$ cat config.mk
export PLATFORM = sky130hd
export DESIGN_NAME = ahb_mem_arbiter
export DESIGN_NICKNAME = d
export VERILOG_FILES = /design/src/rtl/ahb_mem_arbiter.sv
export SDC_FILE = /design/constraint.sdc
export NUM_CORES = 1
export LEC_CHECK = 0
export CAP_MARGIN = 20
export CORE_AREA = 4 4 123 125
export CTS_CLUSTER_DIAMETER = 60
export DETAILED_ROUTE_END_ITERATION = 7
export DIE_AREA = 0 0 127 129
export DONT_BUFFER_PORTS = 1
export PLACE_DENSITY = 0.7
export SLEW_MARGIN = 20
export SYNTH_ARGS = -nofsm -noshare
export SYNTH_HDL_FRONTEND = slang
export SYNTH_SLANG_ARGS = --single-unit
$ cat constraint.sdc
create_clock -name clk -period 2.2 [get_ports clk]
set_clock_uncertainty 0.05 [all_clocks]
set_input_delay 0.44 -clock clk [delete_from_list [all_inputs] [get_ports clk]]
set_output_delay 0.44 -clock clk [all_outputs]
set_load 0.01 [all_outputs]
$ cat src/rtl/ahb_mem_arbiter.sv
// ahb_mem_arbiter: shares one AHB master port between instruction fetch (IF) and load/store (LS).
// Latency: grant in cycle 0, address phase in cycle 1, data phase from cycle 2, rvalid one cycle after hready.
// Backpressure: one transfer outstanding; grants only in IDLE; data phase stalls on hready low.
// Optional macro HREADY_TIMEOUT_EN adds an abort after TIMEOUT_CYCLES consecutive hready-low data cycles.
module ahb_mem_arbiter #(
  parameter int STARVE_LIMIT   = 4
`ifdef HREADY_TIMEOUT_EN
  ,
  parameter int TIMEOUT_CYCLES = 16
`endif
) (
  input  logic        clk,
  input  logic        rst_n,
  // instruction fetch requester
  input  logic        if_req,
  input  logic [31:0] if_addr,
  output logic        if_gnt,
  output logic        if_rvalid,
  output logic [31:0] if_rdata,
  output logic        if_err,
  // load/store requester
  input  logic        ls_req,
  input  logic        ls_we,
  input  logic [31:0] ls_addr,
  input  logic [31:0] ls_wdata,
  input  logic [2:0]  ls_size,
  input  logic        ls_signed,
  output logic        ls_gnt,
  output logic        ls_rvalid,
  output logic [31:0] ls_rdata,
  output logic        ls_err,
  // AHB master port
  output logic [31:0] haddr,
  output logic        hwrite,
  output logic [2:0]  hsize,
  output logic [3:0]  hprot,
  output logic [31:0] hwdata,
  output logic        is_signed,
  output logic [1:0]  htrans,
  input  logic        hready,
  input  logic        hresp,
  input  logic [31:0] hrdata
);

  typedef enum logic [1:0] {
    S_IDLE = 2'd0,
    S_ADDR = 2'd1,
    S_DATA = 2'd2,
    S_MERR = 2'd3
  } state_t;

  localparam int SW = $clog2(STARVE_LIMIT + 1);

  state_t      state;
  logic [SW-1:0] starve_cnt;
  logic        starve_hit;
  logic        owner_ls;     // 1 = current transfer belongs to LS
  logic [31:0] wdata_q;      // store data held until the data phase
  logic        ls_illegal;
  logic        data_done;
  logic        done_err;
  logic [31:0] done_rdata;

`ifdef HREADY_TIMEOUT_EN
  localparam int TW = (TIMEOUT_CYCLES > 1) ? $clog2(TIMEOUT_CYCLES + 1) : 1;
  logic [TW-1:0] to_cnt;
  logic          to_hit;
  assign to_hit = (to_cnt == TW'(TIMEOUT_CYCLES - 1));
`endif

  // IF wins contention only once it has lost STARVE_LIMIT arbitrations in a row
  assign starve_hit = (starve_cnt == SW'(STARVE_LIMIT));
  assign ls_gnt     = (state == S_IDLE) && ls_req && !(if_req && starve_hit);
  assign if_gnt     = (state == S_IDLE) && if_req && (!ls_req || starve_hit);

  // Misaligned or unsupported LS sizes never reach the bus
  assign ls_illegal = (ls_size > 3'b010) ||
                      ((ls_size == 3'b001) && ls_addr[0]) ||
                      ((ls_size == 3'b010) && (ls_addr[1:0] != 2'b00));

  // Decide whether the data phase ends this cycle and with what result
  always_comb begin
    data_done  = 1'b0;
    done_err   = hresp;
    done_rdata = hresp ? 32'h0 : hrdata;
    if (hready) begin
      data_done = 1'b1;
    end
`ifdef HREADY_TIMEOUT_EN
    else if (to_hit) begin
      data_done  = 1'b1;
      done_err   = 1'b1;
      done_rdata = 32'h0;
    end
`endif
  end

  // Starvation counter: counts IF losses to LS while IF keeps requesting
  always_ff @(posedge clk) begin
    if (!rst_n) begin
      starve_cnt <= '0;
    end else if (!if_req || if_gnt) begin
      starve_cnt <= '0;
    end else if (ls_gnt && !starve_hit) begin
      starve_cnt <= starve_cnt + SW'(1);
    end
  end

  // Transfer sequencer: grant, address phase, data phase, completion pulse
  always_ff @(posedge clk) begin
    if (!rst_n) begin
      state     <= S_IDLE;
      owner_ls  <= 1'b0;
      wdata_q   <= 32'h0;
      if_rvalid <= 1'b0;
      if_rdata  <= 32'h0;
      if_err    <= 1'b0;
      ls_rvalid <= 1'b0;
      ls_rdata  <= 32'h0;
      ls_err    <= 1'b0;
      haddr     <= 32'h0;
      hwrite    <= 1'b0;
      hsize     <= 3'b000;
      hprot     <= 4'b0000;
      hwdata    <= 32'h0;
      is_signed <= 1'b0;
      htrans    <= 2'b00;
`ifdef HREADY_TIMEOUT_EN
      to_cnt    <= '0;
`endif
    end else begin
      if_rvalid <= 1'b0;
      ls_rvalid <= 1'b0;
      case (state)
        S_IDLE: begin
          htrans    <= 2'b00;
          haddr     <= 32'h0;
          hwrite    <= 1'b0;
          hsize     <= 3'b000;
          hprot     <= 4'b0000;
          hwdata    <= 32'h0;
          is_signed <= 1'b0;
          if (ls_gnt) begin
            owner_ls <= 1'b1;
            wdata_q  <= ls_wdata;
            if (ls_illegal) begin
              state <= S_MERR;
            end else begin
              state     <= S_ADDR;
              htrans    <= 2'b10;
              haddr     <= ls_addr;
              hwrite    <= ls_we;
              hsize     <= ls_size;
              hprot     <= 4'b0011;
              is_signed <= ls_signed;
            end
          end else if (if_gnt) begin
            owner_ls  <= 1'b0;
            state     <= S_ADDR;
            htrans    <= 2'b10;
            haddr     <= if_addr;
            hwrite    <= 1'b0;
            hsize     <= 3'b010;
            hprot     <= 4'b0010;
            is_signed <= 1'b0;
          end
        end
        S_ADDR: begin
          // address and control stay held; only stores drive write data
          htrans <= 2'b00;
          hwdata <= hwrite ? wdata_q : 32'h0;
          state  <= S_DATA;
`ifdef HREADY_TIMEOUT_EN
          to_cnt <= '0;
`endif
        end
        S_DATA: begin
          if (data_done) begin
            if (owner_ls) begin
              ls_rvalid <= 1'b1;
              ls_rdata  <= done_rdata;
              ls_err    <= done_err;
            end else begin
              if_rvalid <= 1'b1;
              if_rdata  <= done_rdata;
              if_err    <= done_err;
            end
            haddr     <= 32'h0;
            hwrite    <= 1'b0;
            hsize     <= 3'b000;
            hprot     <= 4'b0000;
            hwdata    <= 32'h0;
            is_signed <= 1'b0;
            state     <= S_IDLE;
          end
`ifdef HREADY_TIMEOUT_EN
          else begin
            to_cnt <= to_cnt + TW'(1);
          end
`endif
        end
        S_MERR: begin
          // rejected LS access: report the error without touching the bus
          ls_rvalid <= 1'b1;
          ls_err    <= 1'b1;
          ls_rdata  <= 32'h0;
          state     <= S_IDLE;
        end
        default: state <= S_IDLE;
      endcase
    end
  end

endmodule

==> metrics.yaml <==
power.share.sequential_pct: 48.6
min_path_cells: 1
critPathMaxFanout: 4
yosysWarnings: 0
comb_power_share_pct: 6.2
layout.cells.most_common_list: "178 x dfxtp_1, 103 x nand2_1, 101 x nor2_1, 70 x a21oi_1, 64 x a22oi_1"
cts_tree: "yes"
viasPerCell: 5.79
core_area_mm2: 0.0139
antenna_cells: 0
p_switching_mw: 1.68
cp.arrival_ps: 1560
ant_nets: 0
rsz0062_at_grt: "no"
vias: 5162
wirelength_mm: 18.0
synth_top_area_share_pct: 55.0
gr-usage-all-layers_pct: 21.5
nNetsFinal: 840
fmax_ghz: 0.488
ir_drop_uv: 636
worstMarginPinSlew_ps: 711
cts_max_level: 4
end_kind: "output port"
root_buffer: "clkbuf_16"
cts_hold_buffers: 0
port_buffers: 0
fin_crit_sh_pct: 93.1
die_y_um: 129
yosysTopAreaCell: "dfxtp_1"
row_count: 43
ios: 284
reg2reg_from: "starve_cnt[0]$_SDFFE_PP0P_"
power_frac_clock_pct: 45.2
grt_max_degree: 43
p_sw_share_pct: 23.7
clock_sinks: 178
dp_hpwl_mm: 12.6
start_util_pct: 46.7
p_leak_nw: 2.76
max_cap_viol_count: 0
clockBufferDepth: 2
grt-ovfl-total: 0
antenna_found_initial: 0
ys_seq_elements: 178
synth_cells: 720
final_cells: 891
hold_path_end: "hwrite$_SDFFE_PN0P_"
mostFrequentLayoutCell: "dfxtp_1"
critPathKind: "reg2out"
status: "finished clean"
synth_area_per_cell_um2: 9.01
die_area_mm2: 0.0164
hold_start: "ls_we"
r2r-end: "haddr[7]$_SDFFE_PN0P_"
post_cts_buffers: 0
fill_cells: 1271
relSlewSlack_pct: 52.6
p_total_mw: 7.09
final-hold-violation-count: 0
cts-resized-gates: 0
ys_types: 41
start_kind: "register"
area_growth_pct: 11.2
place_congestion: 0.842
r2r_slack_ps: 360
p_int_mw: 5.41
drt-initial-drc-count: 303
clk_pin_slew_ps: 70
cts_buffers: 17
place_inst: 860
grt_pass1_vias: 5271
finalSetupViolations: 0
holdCritPathClass: "in2reg"
seq_area_frac_synth_pct: 55.0
p_per_area_mw_per_mm2: 983
fp.dieW_um: 127
regArea_mm2: 0.00356
netlist_area_mm2: 0.00648
clock_latency_ps: 420
grt_pass1_wl_mm: 27.9
worstPathRequired_ps: 1710
reg2reg_depth: 7
multi_input_area_mm2: 0.00250
min_period_ps: 2050
final-max-slew-violation-count: 0
drive_above_1_share_pct: 7.74
synthTopCellsByArea: "dfxtp_1 55%, a22oi_1 7.4%, nand2_1 6.0%"
tns_ps: 0
drt_first_pass_iters: 5
route.detailed.drc: 0
wl_per_cell_um: 20.2
## flip-flops by register name, indices dropped and copies added (netlist names), 2 cells and up
register    flops
haddr          32
hwdata         32
if_rdata       32
ls_rdata       32
wdata_q        32
hsize           3
starve_cnt      3
hprot           2
state           2
## cell usage after synthesis (all sizes together)
master,number
dfxtp,178
nor3b,2
nand2b,1
o211a,1
nand2,103
nand3b,33
a22o,4
clkbuf,29
o221ai,1
buf,28
inv,38
nand4,1
mux2i,1
a21boi,1
and2,2
a31oi,1
a21o,4
nor3,2
a221o,32
a22oi,64
clkinv,1
nand3,7
o21ai,1
conb,1
or2,1
a21oi,71
nor2,104
a21bo,1
xnor2,1
ha,2
or3,1
and3,3
## critical path, stage by stage, from the launching register on
cell     delay (ps)
dfxtp_1         330
inv_1            70
ha_1            250
a21bo_2         240
nand3_1         140
inv_1           130
## layer usage
layer	track usage, %	wire (µm)	vias to the layer above
li1	-	-	2422
met1	23.0	6540	2427
met2	36.3	8760	267
met3	9.51	2050	46
met4	10.7	675	0
met5	0	0	-
## layout make-up
| class | count | share of cell area [%] |
|---|---|---|
| repair buffers | 15 | 2.08 |
| inverters | 39 | 2.06 |
| clock inverters | 13 | 2.74 |
| well taps | 180 | 3.12 |
| multi-input cells | 448 | 34.6 |
| clock buffers | 18 | 5.95 |
| flip-flops and latches | 178 | 49.4 |
## cells by family after synthesis
| group | share of synthesized area, % |
|---|---|
| AO/OA/AOI/OAI | 19.6 |
| flip-flops | 55.0 |
| AND/OR/NAND/NOR | 17.8 |
| adder cells (fa/ha/maj) | 0.386 |
| XOR/XNOR | 0.135 |
| multiplexers | 0.154 |
| buffers and inverters | 6.89 |
| other | 0.0578 |
## how the worst max path moves through the flow
stage                                    start                     end  slack, ps  cells after the start
CTS                 starve_cnt[0]$_SDFFE_PP0P_                  if_gnt        120                      5
finish              starve_cnt[0]$_SDFFE_PP0P_                  if_gnt        150                      5
floorplan           starve_cnt[0]$_SDFFE_PP0P_  haddr[26]$_SDFFE_PN0P_        490                      8
global route        starve_cnt[0]$_SDFFE_PP0P_                  ls_gnt         50                      6
detailed placement                  ls_size[0]   haddr[7]$_SDFFE_PN0P_        360                      5
global placement                    ls_size[0]  haddr[11]$_SDFFE_PN0P_        410                      5
## power by group through the flow
stage,clock network [mW],logic (mW),registers (mW)
final,3.20,0.438,3.45
after floorplan,0,0.360,3.49
after global placement,0,0.419,3.51
after global routing,3.42,0.491,3.46
after CTS,3.27,0.440,3.45
after detailed placement,0,0.439,3.52
## through the flow
stage          hold slack [ps]  worst slack (ps)  cell area (µm²)  util (%)
2_1_floorplan              387               489             6490         -
3_3_place_gp               393               414             6580      47.4
3_5_place_dp               399               364             6580      47.4
4_1_cts                   72.4               119             7210      51.9
5_1_grt                   83.6              47.0             7210      51.9
6_report                  94.6               152             7210      51.9
(Power assumes the default switching activity.)
==> variant (same flow settings) <==
The option `HREADY_TIMEOUT_EN` is turned on by a define.
--- a/src/rtl/ahb_mem_arbiter.sv
+++ b/src/rtl/ahb_mem_arbiter.sv
@@ -2,6 +2,8 @@
 // Latency: grant in cycle 0, address phase in cycle 1, data phase from cycle 2, rvalid one cycle after hready.
 // Backpressure: one transfer outstanding; grants only in IDLE; data phase stalls on hready low.
 // Optional macro HREADY_TIMEOUT_EN adds an abort after TIMEOUT_CYCLES consecutive hready-low data cycles.
+`define HREADY_TIMEOUT_EN
+
 module ahb_mem_arbiter #(
   parameter int STARVE_LIMIT   = 4
 `ifdef HREADY_TIMEOUT_EN
Check against the original RTL: same outputs for any inputs over 4 cycles, from zero or initial values and one cycle with rst_n low; that may be too few to reach the edited logic, so the function may still have changed.
==> variant against the unedited design <==
Wire length grew 2.8%; largest power group unchanged; worst setup slack lost 0.048 ns; sequential cell count grew 5; design area grew 4.1%; synthesized cell count shrank 2.5%; worst hold slack gained 0.0017 ns; power grew 0.39%; register-to-register slack lost 0.25 ns; largest cell class unchanged; synthesized area grew 3.2%.
==> variant: results (changes against the unedited design) <==
worst r2r dst = haddr[20] (was haddr[7])
clk buf depth = 2 (unchanged)
Min-Delay Startpoint = ls_wdata[10] (was ls_we)
nets = 827 (was 840)
largest cells by area after synthesis = dfxtp_1 55%, nand2_1 5.7%, a21oi_1 5.5%, a221o_1 4.8%, a32o_1 4.8% (was dfxtp_1 55%, a22oi_1 7.4%, nand2_1 6.0%, nor2_1 6.0%, a21oi_1 5.4%)
min Tclk post-route = 2.10 ns (was 2.05 ns)
first-pass GRT wire length = 28,600 um (was 27,900 um)
synthesized instance count = 702 (was 720)
Synth Area in XOR/XNOR = 0.00131 (was 0.00135)
area post-placement = 0.00687 mm^2 (was 0.00658 mm^2)
Post-CTS Resized = 3 (was 0)
via count = 5,315 (was 5,162)
CP max FO = 10 (was 4)
cts bufs inserted = 17 (unchanged)
complex-gate fraction of the synthesized area = 0.213 (was 0.196)
r2r startpoint = to_cnt[0] (was starve_cnt[0])
switching power total = 1.82 mW (was 1.68 mW)
DR WL/cell = 21.1 um (was 20.2 um)
Worst Hold Depth = 2 (was 1)
status = finished, final reports clean (unchanged)
register clock-pin slew on the reported worst setup and hold paths = 0.07 ns (about the same)
Vias/cell = 6.06 (was 5.79)
slowest CP cell = dfxtp_1 (unchanged)
DR iter-0 viols = 494 (was 303)
total chip power = 7.11 mW (was 7.09 mW)
Metal-1 WL = 6860 um (was 6540 um)
share of cells above drive strength 1 = 0.108 (was 0.0774)
dpl cells = 843 (was 860)
routed wl met2 = 9030 um (was 8760 um)
top cells by instance count after synthesis = 183 x dfxtp_1, 101 x nand2_1, 73 x a21oi_1, 45 x nor2_1, 38 x nand3_1 (was 178 x dfxtp_1, 103 x nand2_1, 103 x nor2_1, 70 x a21oi_1, 64 x a22oi_1)
Max-slew headroom = 0.436 (was 0.526)
post-synthesis mux area share = 0.00748 (was 0.00154)
met1 global-route usage = 0.246 (was 0.230)
final hold slack = 0.0963 ns (was 0.0946 ns)
FF-to-FF path depth = 9 (was 7)
met3 GRT Util = 0.113 (was 0.0951)
setup bufs post-CTS = 2 (was 0)
vias in the first global route = 5,198 (was 5,271)
largest net degree at the start of global routing = 84 (was 43)
metal3 WL = 2340 um (was 2050 um)
WHS Endpoint = wdata_q[10] (was hwrite)
sequential element share of the synthesized area = 0.547 (was 0.550)
Synth Area in Adders = 0.00748 (was 0.00386)
Worst Path Arrival = 1.61 ns (was 1.56 ns)
Post-DP HPWL = 12,800 um (was 12,600 um)
gr usage total = 0.220 (was 0.215)
filler cell count = 1,220 (was 1,271)
Leak = 2.81 nW (was 2.76 nW)
pre-CTS WS = 0.00281 ns (was 0.364 ns)
met2 usage = 0.366 (was 0.363)
gpl congestion = 0.877 (was 0.842)
flop2flop setup slack = 0.11 ns (was 0.36 ns)
DR pass1 iterations = 5 (unchanged)
Yosys cell types = 49 (was 41)
Crit path largest cell delay = 0.33 ns (about the same)
worst vdd ir = 0.568 mV (was 0.636 mV)
area of the multi-input gates = 0.00273 mm^2 (was 0.00250 mm^2)
[variant: power groups by stage]
stage | combinational, mW | clock [mW] | sequential (mW)
2_1_floorplan | 0.419 | 0 | 3.59
3_3_place_gp | 0.525 | 0 | 3.62
3_5_place_dp | 0.546 | 0 | 3.62
4_1_cts | 0.551 | 3.08 | 3.55
5_1_grt | 0.613 | 3.24 | 3.56
6_report | 0.550 | 3.02 | 3.55
[variant: layout make-up]
class,instances,area share
Clock inverter,12,0.0182
Clock buffer,20,0.0608
Inverter,7,0.00383
Timing Repair Buffer,27,0.0357
Sequential cell,183,0.488
Multi-Input combinational cell,448,0.363
Tap cell,180,0.0300
[variant: worst max path at each step]
stage / from / endpoint / cells after the start
3_3_place_gp: to_cnt[0] / ls_rdata[2] / 6
5_1_grt: to_cnt[1] / haddr[22] / 9
3_5_place_dp: to_cnt[0] / if_rdata[14] / 9
4_1_cts: starve_cnt[0] / if_gnt / 5
6_report: starve_cnt[0] / if_gnt / 5
2_1_floorplan: to_cnt[0] / haddr[25] / 9
